[config.mk]
export PLATFORM = sky130hd
export DESIGN_NAME = tcp_rx_payload_buf_ctrl
export DESIGN_NICKNAME = d
export VERILOG_FILES = /design/src/rtl/tcp_rx_buf_pkg.sv /design/src/rtl/tcp_rx_payload_buf_datapath.sv /design/src/rtl/tcp_rx_payload_buf_ctrl.sv
export SDC_FILE = /design/constraint.sdc
export NUM_CORES = 1
export LEC_CHECK = 0
export CORE_AREA = 2 2 434 436
export DETAILED_ROUTE_END_ITERATION = 16
export DIE_AREA = 0 0 436 438
export PLACE_DENSITY = 0.31
export SETUP_SLACK_MARGIN = 0.2
export SYNTH_ARGS = -nofsm -noshare
export SYNTH_HDL_FRONTEND = slang
export SYNTH_HIERARCHICAL = 1
export SYNTH_SLANG_ARGS = --single-unit
[constraint.sdc]
create_clock -name clk -period 2.9 [get_ports clk]
set_input_delay 0.435 -clock clk [delete_from_list [all_inputs] [get_ports clk]]
set_output_delay 0.435 -clock clk [all_outputs]
set_load 0.005 [all_outputs]
[src/rtl/tcp_rx_buf_pkg.sv]
// Shared types for the TCP rx payload staging controller: FSM states and
// the per-beat byte-count helper used by the datapath.
package tcp_rx_buf_pkg;

  typedef enum logic [1:0] {
    ST_READY     = 2'd0,
    ST_DATA_COPY = 2'd1,
    ST_DATA_DROP = 2'd2,
    ST_OUTPUT    = 2'd3
  } state_t;

  // Valid bytes in the current beat: the remainder on the final beat, else a full beat.
  function automatic logic [31:0] beat_bytes(input logic [31:0] rem, input logic [31:0] bytes);
    return (rem <= bytes) ? rem : bytes;
  endfunction

endpackage

[src/rtl/tcp_rx_payload_buf_datapath.sv]
// Remaining-byte counter, wrapping store-address counter and latched header
// metadata, driven by strobes from the controller FSM.
module tcp_rx_payload_buf_datapath
  import tcp_rx_buf_pkg::*;
#(
  parameter int DATA_W = 512,
  parameter int LEN_W  = 16,
  parameter int ADDR_W = 8
) (
  input  logic                           clk,
  input  logic                           rst,
  input  logic                           i_load_hdr,
  input  logic                           i_load_base,
  input  logic                           i_incr_addr,
  input  logic                           i_dec_rem,
  input  logic                           i_set_drop,
  input  logic [LEN_W-1:0]               i_len,
  input  logic [ADDR_W-1:0]              i_base,
  output logic [ADDR_W-1:0]              o_addr,
  output logic [ADDR_W-1:0]              o_dst_addr,
  output logic [LEN_W-1:0]               o_len,
  output logic                           o_dropped,
  output logic                           o_rem_last,
  output logic [$clog2(DATA_W/8):0]      o_beat_bytes
);

  localparam int BYTES = DATA_W / 8;
  localparam int SB_W  = $clog2(BYTES) + 1;
  localparam logic [LEN_W-1:0] C_BYTES = LEN_W'(BYTES);

  logic [LEN_W-1:0]  r_rem;
  logic [LEN_W-1:0]  r_len;
  logic [ADDR_W-1:0] r_addr;
  logic [ADDR_W-1:0] r_dst_addr;
  logic              r_dropped;
  logic              w_rem_last;

  assign w_rem_last = (r_rem <= C_BYTES);

  always_ff @(posedge clk) begin
    if (rst) begin
      r_rem      <= '0;
      r_len      <= '0;
      r_addr     <= '0;
      r_dst_addr <= '0;
      r_dropped  <= 1'b0;
    end else begin
      if (i_load_hdr) begin
        r_len     <= i_len;
        r_rem     <= i_len;
        r_dropped <= i_set_drop;
      end else if ((i_incr_addr || i_dec_rem) && !w_rem_last) begin
        // The final beat leaves rem untouched so the counter never wraps below zero.
        r_rem <= r_rem - C_BYTES;
      end

      if (i_load_base) begin
        r_addr     <= i_base;
        r_dst_addr <= i_base;
      end else if (i_load_hdr) begin
        r_addr     <= '0;
        r_dst_addr <= '0;
      end else if (i_incr_addr) begin
        r_addr <= r_addr + 1'b1;
      end
    end
  end

  assign o_addr       = r_addr;
  assign o_dst_addr   = r_dst_addr;
  assign o_len        = r_len;
  assign o_dropped    = r_dropped;
  assign o_rem_last   = w_rem_last;
  assign o_beat_bytes = SB_W'(beat_bytes(32'(r_rem), 32'(BYTES)));

endmodule

[src/rtl/tcp_rx_payload_buf_ctrl.sv]
// Receive payload staging controller: takes a header, claims a buffer slab,
// streams payload beats into the buffer and forwards header plus location.
module tcp_rx_payload_buf_ctrl
  import tcp_rx_buf_pkg::*;
#(
  parameter int DATA_W       = 512,
  parameter int LEN_W        = 16,
  parameter int ADDR_W       = 8,
  parameter bit DROP_ON_FULL = 1'b0
) (
  input  logic                      clk,
  input  logic                      rst,
  input  logic                      src_hdr_val,
  output logic                      hdr_src_rdy,
  input  logic [LEN_W-1:0]          src_payload_len,
  input  logic                      src_data_val,
  output logic                      data_src_rdy,
  input  logic [DATA_W-1:0]         src_data,
  input  logic                      alloc_avail,
  input  logic [ADDR_W-1:0]         alloc_base_addr,
  output logic                      alloc_consume_val,
  output logic                      store_val,
  input  logic                      store_rdy,
  output logic [ADDR_W-1:0]         store_addr,
  output logic [DATA_W-1:0]         store_data,
  output logic [$clog2(DATA_W/8):0] store_bytes,
  output logic                      store_last,
  output logic                      dst_hdr_val,
  input  logic                      dst_rdy,
  output logic [ADDR_W-1:0]         dst_payload_addr,
  output logic [LEN_W-1:0]          dst_payload_len,
  output logic                      dst_dropped
);

  state_t                      r_state;
  logic                        w_in_ready;
  logic                        w_in_copy;
  logic                        w_in_drop;
  logic                        w_len_zero;
  logic                        w_hdr_acc;
  logic                        w_take_slab;
  logic                        w_set_drop;
  logic                        w_copy_hs;
  logic                        w_drop_hs;
  logic                        w_rem_last;
  logic [ADDR_W-1:0]           w_addr;
  logic [$clog2(DATA_W/8):0]   w_beat_bytes;

  assign w_in_ready  = (r_state == ST_READY);
  assign w_in_copy   = (r_state == ST_DATA_COPY);
  assign w_in_drop   = (r_state == ST_DATA_DROP);
  assign w_len_zero  = (src_payload_len == '0);
  assign w_hdr_acc   = w_in_ready && src_hdr_val && (w_len_zero || alloc_avail || DROP_ON_FULL);
  assign w_take_slab = w_in_ready && src_hdr_val && !w_len_zero && alloc_avail;
  assign w_set_drop  = !w_len_zero && !alloc_avail;
  assign w_copy_hs   = w_in_copy && src_data_val && store_rdy;
  assign w_drop_hs   = w_in_drop && src_data_val;

  always_ff @(posedge clk) begin
    if (rst) begin
      r_state <= ST_READY;
    end else begin
      case (r_state)
        ST_READY: begin
          if (w_hdr_acc) begin
            if (w_len_zero)       r_state <= ST_OUTPUT;
            else if (alloc_avail) r_state <= ST_DATA_COPY;
            else                  r_state <= ST_DATA_DROP;
          end
        end
        ST_DATA_COPY: if (w_copy_hs && w_rem_last) r_state <= ST_OUTPUT;
        ST_DATA_DROP: if (w_drop_hs && w_rem_last) r_state <= ST_OUTPUT;
        ST_OUTPUT:    if (dst_rdy) r_state <= ST_READY;
        default:      r_state <= ST_READY;
      endcase
    end
  end

  tcp_rx_payload_buf_datapath #(
    .DATA_W (DATA_W),
    .LEN_W  (LEN_W),
    .ADDR_W (ADDR_W)
  ) u_datapath (
    .clk          (clk),
    .rst          (rst),
    .i_load_hdr   (w_hdr_acc),
    .i_load_base  (w_take_slab),
    .i_incr_addr  (w_copy_hs),
    .i_dec_rem    (w_drop_hs),
    .i_set_drop   (w_set_drop),
    .i_len        (src_payload_len),
    .i_base       (alloc_base_addr),
    .o_addr       (w_addr),
    .o_dst_addr   (dst_payload_addr),
    .o_len        (dst_payload_len),
    .o_dropped    (dst_dropped),
    .o_rem_last   (w_rem_last),
    .o_beat_bytes (w_beat_bytes)
  );

  // Beat handshake is passed straight through so a ready buffer sees no bubble.
  assign hdr_src_rdy       = w_hdr_acc;
  assign alloc_consume_val = w_take_slab;
  assign data_src_rdy      = (w_in_copy && store_rdy) || w_in_drop;
  assign store_val         = w_in_copy && src_data_val;
  assign store_data        = src_data;
  assign store_addr        = w_addr;
  assign store_bytes       = w_in_copy ? w_beat_bytes : '0;
  assign store_last        = w_in_copy && w_rem_last;
  assign dst_hdr_val       = (r_state == ST_OUTPUT);

  a_consume_in_ready: assert property (@(posedge clk) disable iff (rst)
    alloc_consume_val |-> r_state == ST_READY);
  a_store_in_copy: assert property (@(posedge clk) disable iff (rst)
    store_val |-> r_state == ST_DATA_COPY);
  a_store_bytes_nonzero: assert property (@(posedge clk) disable iff (rst)
    store_val |-> store_bytes != '0);

endmodule
==> flow_summary.yaml, run 1 <==
timing:
  finalSetupViolCount: 0
  period_needed_ns: 2.659
  finClkSkew_ns: 0.02578
  grt_setup_unrepaired: "yes"
  timing.slew.headroom_pct: 62.28
  hold_viol: 0
  fin_crit_sh_pct: 91.68
  fmaxAchievable_mhz: 376.1
  tightest_slew_ns: 0.5658
  final-max-slew-violation-count: 0
clocking:
  cts_hold_buf: 0
  clk_pin_slew_ns: 0.09
  cts_max_path_buffers: 2
  htreeDepth: 2
  clock_sinks: 51
  cts_buffers: 5
  worstSkewPairLatency_ns: 0.35
  cts_tree: "done"
  cts_root_buf: "clkbuf_16"
place:
  place_hpwl_um: 75340
  numPortBuffers: 76
  gp_congestion: 0.8077
  place_inst: 2909
global_route:
  grtUsageTotal_pct: 8.075
  grt_pass1_vias: 3763
  grt_overflow: 0
  grt_max_degree: 30
  antenna_found_initial: 3
  grt_pass1_wl_um: 89320
finish:
  num-nets-final: 974
  antenna_cells: 0
  final_cells: 2919
  final_util_pct: 3.832
  areaGrowthSynthToFinish_pct: 9.504
  drive_above_1_share_pct: 18.87
synth:
  synth_warnings: 6
  async_flop_share_pct: 0
  synth_largest_area_cell: "buf_4"
  synthMostInstantiatedCell: "buf_4"
  synth-seq-cells: 51
  synth_nets: 1378
  ys_types: 55
  synth_edf_count: 0
  mappedNetlistArea_sq_mm: 0.006530
  synth_top_area_share_pct: 58.86
  synthCells: 827
  synth_top_cells_by_area: "buf_4 (59%), dfxtp_1 (16%), a21oi_1 (2.7%)"
  synthTopCellsByCount: "buf_4 (512), dfxtp_1 (51), nand2_1 (41)"
  ys_seq_area_share_pct: 15.64
  synth-main-ff-cell: "dfxtp_1"
  syn_avg_cell_area_sq_um: 7.896
min_path:
  hold_class: "reg2reg"
  hold_path.startpoint: "u_datapath/o_dst_addr[7]$_SDFFE_PP0P_"
  whs_path_depth: 2
  hold_end: "u_datapath/o_dst_addr[7]$_SDFFE_PP0P_"
pwr:
  p_per_area_mw_per_mm2: 444.7
  leakagePower_nw: 1.641
  vdd_drop_max_uv: 233.3
die:
  row_count: 159
  core-area_sq_mm: 0.1866
  die_height_um: 438
  start_util_pct: 3.499
  io_pins: 1101
  die-area_sq_mm: 0.1910
  die_w_um: 436
run:
  maxCapViolations: 0
routing:
  first_pass_iters: 4
  via_count: 3784
  drt_iter0_drc: 240
  viasPerCell: 1.296
  wire_per_inst_um: 27.63
  drt-total-wl_um: 80660
  drt.antenna.violating_nets: 0
  drc: 0
critical_path:
  cp_max_fo: 2
  r2r-end: "u_datapath/r_rem[10]$_SDFFE_PP0P_"
  cp.required_ns: 2.47
  critical_path.startpoint_type: "primary input"
  worstRegToRegCells: 7
  path_class: "in2out"
  crit_arrival_ns: 2.22
  r2r-start: "r_state[1]$_SDFFE_PP0P_"
  r2r_slack_ns: 0.63
  cp-end-kind: "output port"
outcome:
  status: "complete, no violations"
[worst max-delay path, cell delays in order]
cell             delay [ns]
clkdlybuf4s50_1        0.42
buf_4                  0.17
nor4_4                 0.34
buf_12                 0.20
buf_4                  0.12
a41oi_4                0.13
nor2_4                 0.13
dlygate4sd2_1          0.26
[sequential cells by signal, summed over array words and instances, names as in the netlist]
register / count
r_state: 2
u_datapath/o_addr: 8
u_datapath/o_dropped: 1
u_datapath/o_dst_addr: 8
u_datapath/o_len: 16
u_datapath/r_rem: 16
[layout by cell type (no fill, tap or decap), types with 3 or more instances in the layout]
master	count
and2_1	16
nor3_1	11
mux2i_1	11
a211o_1	3
clkbuf_16	5
a21o_1	3
buf_4	36
xnor2_1	4
o21ai_0	6
dlymetal6s2s_1	6
nor4_4	6
a31oi_1	3
ha_1	8
clkdlybuf4s50_1	63
a211oi_1	6
nand3_1	5
nand2b_1	3
or2_2	5
nand2_1	41
a21oi_1	35
dfxtp_1	49
and3_1	4
nand4_1	3
inv_1	9
nor2_1	26
buf_12	9
[per-layer routing]
layer  track usage, %  vias up  share of wire [%]
met1            3.593     1585                 16
met2            12.48      724                 45
met5           0.7444        -               0.25
met3            13.91      119                 36
li1                 -     1348                  -
met4            2.718        8                3.2
[logic make-up after synthesis]
group / share of synthesized area [%]
adder cells (fa/ha/maj): 1.533
XOR/XNOR: 0.6706
AO/OA/AOI/OAI: 8.489
buffers and inverters: 60.41
multiplexers: 1.859
flip-flops: 15.64
AND/OR/NAND/NOR: 11.40
[what timing repair did]
| item | in CTS | in global routing |
|---|---|---|
| endpoints found under the hold margin | 0 | 0 |
| pin swaps | 1 | 4 |
| gates resized for setup | 9 | 10 |
| setup endpoints to repair | 6 | 5 |
| setup buffers | 1 | 1 |
[worst max-delay path by stage]
| stage | from | end | slack (ns) |
|---|---|---|---|
| after floorplan | src_payload_len[10] | u_datapath/o_dropped$_SDFFE_PP0P_ | 0.53 |
| after global placement | src_payload_len[9] | u_datapath/o_addr[4]$_SDFFE_PP0P_ | -0.12 |
| after detailed placement | src_payload_len[9] | u_datapath/o_addr[5]$_SDFFE_PP0P_ | -0.13 |
| after CTS | src_payload_len[13] | alloc_consume_val | 0.04 |
| after global routing | src_payload_len[9] | hdr_src_rdy | 0.20 |
| final | src_payload_len[9] | hdr_src_rdy | 0.24 |
[through the flow]
stage / worst slack (ns) / hold slack [ns] / setup TNS, ns / area, sq um / power (mW)
final: 0.2412 / 0.4578 / 0 / 7151 / 3.180
after global routing: 0.1992 / 0.4881 / 0 / 7151 / 3.419
after CTS: 0.03609 / 0.4590 / 0 / 7108 / 3.256
after detailed placement: -0.1262 / 0.4463 / -0.9144 / 6907 / 2.366
after global placement: -0.1161 / 0.4461 / -0.9194 / 6907 / 2.386
after floorplan: 0.5291 / 0.4527 / 0 / 6530 / 2.218
[final cells by class]
type / count / area [sq um]
Clock buffer: 5 / 125.1
Clock inverter: 3 / 46.29
Fill cell: 22320 / 179500
Inverter: 11 / 41.29
Multi-Input combinational cell: 237 / 1612
Sequential cell: 51 / 1026
Tap cell: 2495 / 3122
Timing Repair Buffer: 117 / 1179
[report_power, final]
part           internal (mW)  switching [mW]  leakage, nW  total [mW]
sequential             0.819           0.136        0.417       0.955
clock                  0.414           0.384       0.0804       0.799
combinational          0.695           0.731         1.14        1.43
total                   1.93            1.25         1.64        3.18
Note: power is estimated with default switching activity, not from simulation.
==> run 2, diff against run 1 <==
- GPL_TIMING_DRIVEN: unset -> 0
==> run 2 against run 1 <==
Largest cell class is now buffers. First-iteration DRC count is 27% higher. Fmax increased by 1.7%. Critical path depth is 3 lower. Global-route usage increased by 0.51 points. Final area grew 120%. Highest routed layer unchanged.
==> flow_summary.yaml, run 2 (same netlist as run 1, synthesis figures left out) <==
timing:
  grt_setup_unrepaired: "yes"
  hold_viol: 0
  finClkSkew_ns: 0.01040
  fmaxAchievable_mhz: 382.4
  whs_ns: 0.4666
  timing.slew.headroom_pct: 36.00
  worst_slack_ns: 0.2846
  tightest_slew_ns: 0.9600
  finalSetupTns_ns: 0
  period_needed_ns: 2.615
  fin_crit_sh_pct: 90.19
  finalSetupViolCount: 0
  final-max-slew-violation-count: 0
routing:
  via_count: 7562
  drt.antenna.violating_nets: 0
  drt_iter0_drc: 305
  drt-total-wl_um: 87090
  first_pass_iters: 4
  drc: 0
  viasPerCell: 1.924
  wire_per_inst_um: 22.16
pwr:
  p_per_area_mw_per_mm2: 295.6
  power_frac_clock_pct: 14.9
  vdd_drop_max_uv: 196.2
  combPwrFrac_pct: 65.0
  swShare_pct: 40.17
  switchingPower_mw: 1.881
  seqPwrFrac_pct: 20.1
  leakagePower_nw: 5.919
  p_int_mw: 2.802
die:
  io_pins: 1101
  die_w_um: 436
  core-area_sq_mm: 0.1866
  die-area_sq_mm: 0.1910
  start_util_pct: 3.499
  row_count: 159
  die_height_um: 438
place:
  place_hpwl_um: 82770
  numPortBuffers: 588
  post-place-ws_ns: -1.700
  gp_congestion: 1.020
clocking:
  cts_root_buf: "clkbuf_16"
  clk_pin_slew_ns: 0.09
  clock_sinks: 51
  cts_buffers: 5
  cts_max_path_buffers: 2
  worstSkewPairLatency_ns: 0.33
  cts_hold_buf: 0
  cts_tree: "done"
  htreeDepth: 2
critical_path:
  crit_arrival_ns: 2.18
  r2r-end: "u_datapath/r_rem[11]$_SDFFE_PP0P_"
  worstRegToRegCells: 7
  cp_max_fo: 2
  endpoint: "alloc_consume_val"
  cp-startpoint: "src_payload_len[4]"
  path_class: "in2out"
  r2r_slack_ns: 0.53
  cp-end-kind: "output port"
  critical_path.startpoint_type: "primary input"
  r2r-start: "r_state[1]$_SDFFE_PP0P_"
  cp.required_ns: 2.47
global_route:
  antenna_found_initial: 56
  grt_overflow: 0
  grt_pass1_vias: 7449
  grt_pass1_wl_um: 101500
  grt_max_degree: 19
  grtUsageTotal_pct: 8.581
finish:
  final_common_cell: "clkdlybuf4s50_1"
  num-nets-final: 1984
  fillCellCount: 21910
  areaGrowthSynthToFinish_pct: 142.6
  drive_above_1_share_pct: 39.89
  layout_common_cells: "clkdlybuf4s50_1 (570), buf_4 (523), dfxtp_1 (50)"
run:
  maxCapViolations: 0
outcome:
  status: "complete, no violations"
min_path:
  hold_class: "reg2reg"
-- run 2: cell count changes in the layout (fill, tap and decap cells not counted), sizes merged --
cell           previous run  this run
clkdlybuf4s50            63       570
buf                      46       530
nor2                     27        28
dlygate4sd2               2         8
clkbuf                    5        16
diode                     0         2
bufinv                    1         0
clkinvlp                  1         0
clkinv                    0         2
clkdlybuf4s15             0         5
dlymetal6s2s              6         2
-- run 2: critical path, stage by stage --
cell             delay, ns
clkdlybuf4s50_1       0.47
nor4_4                0.34
nand4_1               0.18
and4_1                0.26
clkdlybuf4s50_1       0.49
-- run 2: stage by stage --
step / power [mW] / area, sq um / util (%) / cells
final: 4.683 / 15840 / 8.491 / 3931
after global placement: 3.892 / 15540 / 8.326 / 3910
after global routing: 4.993 / 15840 / 8.491 / 3931
after CTS: 4.808 / 15820 / 8.480 / 3928
after floorplan: 2.218 / 6530 / - / 827
after detailed placement: 3.863 / 15540 / 8.326 / 3910
-- run 2: area by class of cell --
class                      instances  area (sq um)  area share, %
sequential                        51          1022          6.452
clock inverter                     3         28.78         0.1816
buffer                           528          3918          24.73
inverter                          11         41.29         0.2606
multi-input combinational        238          1635          10.32
clock buffer                       5         125.1         0.7897
timing repair buffer             598          5947          37.53
antenna                            2         5.005        0.03159
tap                             2495          3122          19.70
-- run 2: per-layer routing --
layer	up-vias	global-route usage [%]	wire, um
met1	3486	8.868	30170
met4	12	0.9264	1160
met2	576	14.64	42130
li1	3371	-	-
met3	117	5.925	13540
met5	-	0	80
-- run 2: power groups by stage --
| stage | Clock (mW) | Sequential, mW | Combinational, mW |
|---|---|---|---|
| after floorplan | 0 | 0.919 | 1.30 |
| after global placement | 0 | 0.942 | 2.95 |
| after detailed placement | 0 | 0.941 | 2.92 |
| after CTS | 0.765 | 0.941 | 3.10 |
| after global routing | 0.766 | 0.961 | 3.27 |
| final | 0.698 | 0.940 | 3.04 |
-- run 2: timing repair --
action,CTS,global route
hold endpoints to repair,0,0
gates cloned,1,0
resized for setup,62,5
endpoints found under the setup margin,61,13
pin swaps,9,3
setup buffers,9,1
-- run 2: how the worst min path moves through the flow --
stage | start | endpoint | cells past startpoint
2_1_floorplan | u_datapath/o_dst_addr[0]$_SDFFE_PP0P_ | u_datapath/o_dst_addr[0]$_SDFFE_PP0P_ | 2
3_3_place_gp | u_datapath/o_dst_addr[3]$_SDFFE_PP0P_ | u_datapath/o_dst_addr[3]$_SDFFE_PP0P_ | 2
3_5_place_dp | u_datapath/o_dst_addr[0]$_SDFFE_PP0P_ | u_datapath/o_dst_addr[0]$_SDFFE_PP0P_ | 2
4_1_cts | u_datapath/o_dst_addr[2]$_SDFFE_PP0P_ | u_datapath/o_dst_addr[2]$_SDFFE_PP0P_ | 2
5_1_grt | u_datapath/o_len[2]$_SDFFE_PP0P_ | u_datapath/o_len[2]$_SDFFE_PP0P_ | 2
6_report | u_datapath/o_dst_addr[0]$_SDFFE_PP0P_ | u_datapath/o_dst_addr[0]$_SDFFE_PP0P_ | 2
==> run 3, diff against run 2 <==
- GPL_ROUTABILITY_DRIVEN: unset -> 0
- RECOVER_POWER: unset -> 50
==> run 3 against run 2 <==
Non-clock buffer count up 2. Cell count up 0.13%. Global-route usage about the same. Critical path depth unchanged. Via count up 0.40%. Total power up 1.2%. Worst setup slack worse by 0.0087 ns. Hold slack worse by 0.0054 ns. Count of clock-buffer cells in the layout up 1. Combinational power about the same. Utilization about the same. Final area up 0.45%.
==> flow_summary.yaml, run 3 (same netlist as run 1, synthesis figures left out) <==
die:
  row_count: 159
  core-area_sq_mm: 0.1866
  start_util_pct: 3.499
  io_pins: 1101
  die_height_um: 438
  die-area_sq_mm: 0.1910
  die_w_um: 436
pwr:
  p_per_area_mw_per_mm2: 297.9
  leakagePower_nw: 6.042
  power.total_mw: 4.740
  vdd_drop_max_uv: 287.1
global_route:
  grt_overflow: 0
  grt_pass1_wl_um: 102200
  grt_max_degree: 17
  antenna_found_initial: 57
  grt_pass1_vias: 7481
  grtUsageTotal_pct: 8.605
finish:
  num-nets-final: 1986
  areaGrowthSynthToFinish_pct: 143.7
  final_area_sq_mm: 0.01592
  drive_above_1_share_pct: 40.18
  layout_common_cells: "buf_4 (524), dlygate4sd3_1 (304), clkdlybuf4s50_1 (265)"
  final_util_pct: 8.529
  final_common_cell: "buf_4"
timing:
  whs_ns: 0.4612
  finClkSkew_ns: 0.01033
  grt_setup_unrepaired: "no"
  worst_slack_ns: 0.2759
  final-max-slew-violation-count: 0
  timing.slew.headroom_pct: 31.33
  finalSetupViolCount: 0
  fin_crit_sh_pct: 90.49
  hold_viol: 0
  tightest_slew_ns: 1.030
  period_needed_ns: 2.624
  fmaxAchievable_mhz: 381.1
clocking:
  clk_pin_slew_ns: 0.08
  clock_sinks: 51
  cts_root_buf: "clkbuf_16"
  cts_max_path_buffers: 2
  worstSkewPairLatency_ns: 0.33
  cts_buffers: 5
  cts_tree: "done"
  htreeDepth: 2
routing:
  drc: 0
  wire_per_inst_um: 22.15
  drt_iter0_drc: 267
  drt-total-wl_um: 87170
  first_pass_iters: 4
  drt.antenna.violating_nets: 0
  via_count: 7592
  viasPerCell: 1.929
critical_path:
  crit_chain: "clkdlybuf4s50_1 > nor4_4 > a41oi_4 > nor2_4 > clkdlybuf4s50_1"
  critical_path.startpoint_type: "primary input"
  crit_slowest_cell: "clkdlybuf4s50_1"
  cp_max_fo: 4
  path_class: "in2out"
  path_common_cell: "clkdlybuf4s50_1"
  cp.required_ns: 2.47
  crit_arrival_ns: 2.19
  critPathTopFamily: "buffers and inverters"
  slowest_delay_ns: 0.54
  path_buf_inv: 2
  cp-end-kind: "output port"
place:
  numPortBuffers: 588
  post-place-ws_ns: -1.470
  place_hpwl_um: 82680
  placed_area_sq_mm: 0.01555
min_path:
  hold_class: "reg2reg"
outcome:
  status: "complete, no violations"
run:
  maxCapViolations: 0
[run 3: cell types whose count changed in the layout (fill, tap and decap cells not counted), sizes merged]
cell / before / now
dlygate4sd3: 0 / 304
diode: 2 / 5
bufinv: 0 / 1
clkdlybuf4s50: 570 / 265
dlymetal6s2s: 2 / 3
buf: 530 / 534
clkbuf: 16 / 15
clkinv: 2 / 0
[run 3: final timing paths]
path	startpoint	to	slack (ns)	cells after the start
max	src_payload_len[1]	hdr_src_rdy	0.28	5
min	u_datapath/o_dst_addr[6]$_SDFFE_PP0P_	u_datapath/o_dst_addr[6]$_SDFFE_PP0P_	0.46	2
max reg2reg	r_state[1]$_SDFFE_PP0P_	u_datapath/r_rem[15]$_SDFFE_PP0P_	0.50	7
min reg2reg	u_datapath/o_dst_addr[6]$_SDFFE_PP0P_	u_datapath/o_dst_addr[6]$_SDFFE_PP0P_	0.46	2
[run 3: area by class of cell]
type	count	area (sq um)
fill	21880	170700
inverter	11	41.29
buffer	528	3919
clock buffer	6	138.9
sequential	51	1022
tap	2495	3122
timing repair buffer	600	5972
multi-input combinational	238	1649
antenna	5	12.51
clock inverter	2	38.79
[run 3: worst min-delay path, stage by stage, from the launching register on]
cell and delay (ns):
dfxtp_1 0.32, nand2_1 0.05, a21oi_1 0.05
[run 3: report_power, final]
part | internal (mW) | total [mW] | switching, mW | leakage [nW]
combinational | 1.61 | 3.01 | 1.40 | 5.54
clock | 0.437 | 0.790 | 0.352 | 0.0875
sequential | 0.816 | 0.941 | 0.125 | 0.417
total | 2.86 | 4.74 | 1.88 | 6.04
[run 3: what timing repair did]
item	in CTS	in global routing
pin swaps	9	6
endpoints found under the setup margin	61	14
buffers inserted	11	0
gates resized for setup	59	13
hold buffers	0	0
gates cloned	1	0
[run 3: routing by layer]
layer  part of all wire [%]  track usage, %  routed length, um  up-vias
li1                       -               -                  -     3372
met1                     34           8.736              29520     3479
met2                     48           14.64              42230      617
met3                     16           6.133              14070      116
met4                    1.2          0.9097               1027        8
met5                   0.37           1.017                322        -
[run 3: through the flow]
stage                     cells  TNS, ns
after floorplan             827        0
after global placement     3910   -61.59
after detailed placement   3911   -56.70
after CTS                  3931        0
after global routing       3934        0
final                      3936        0
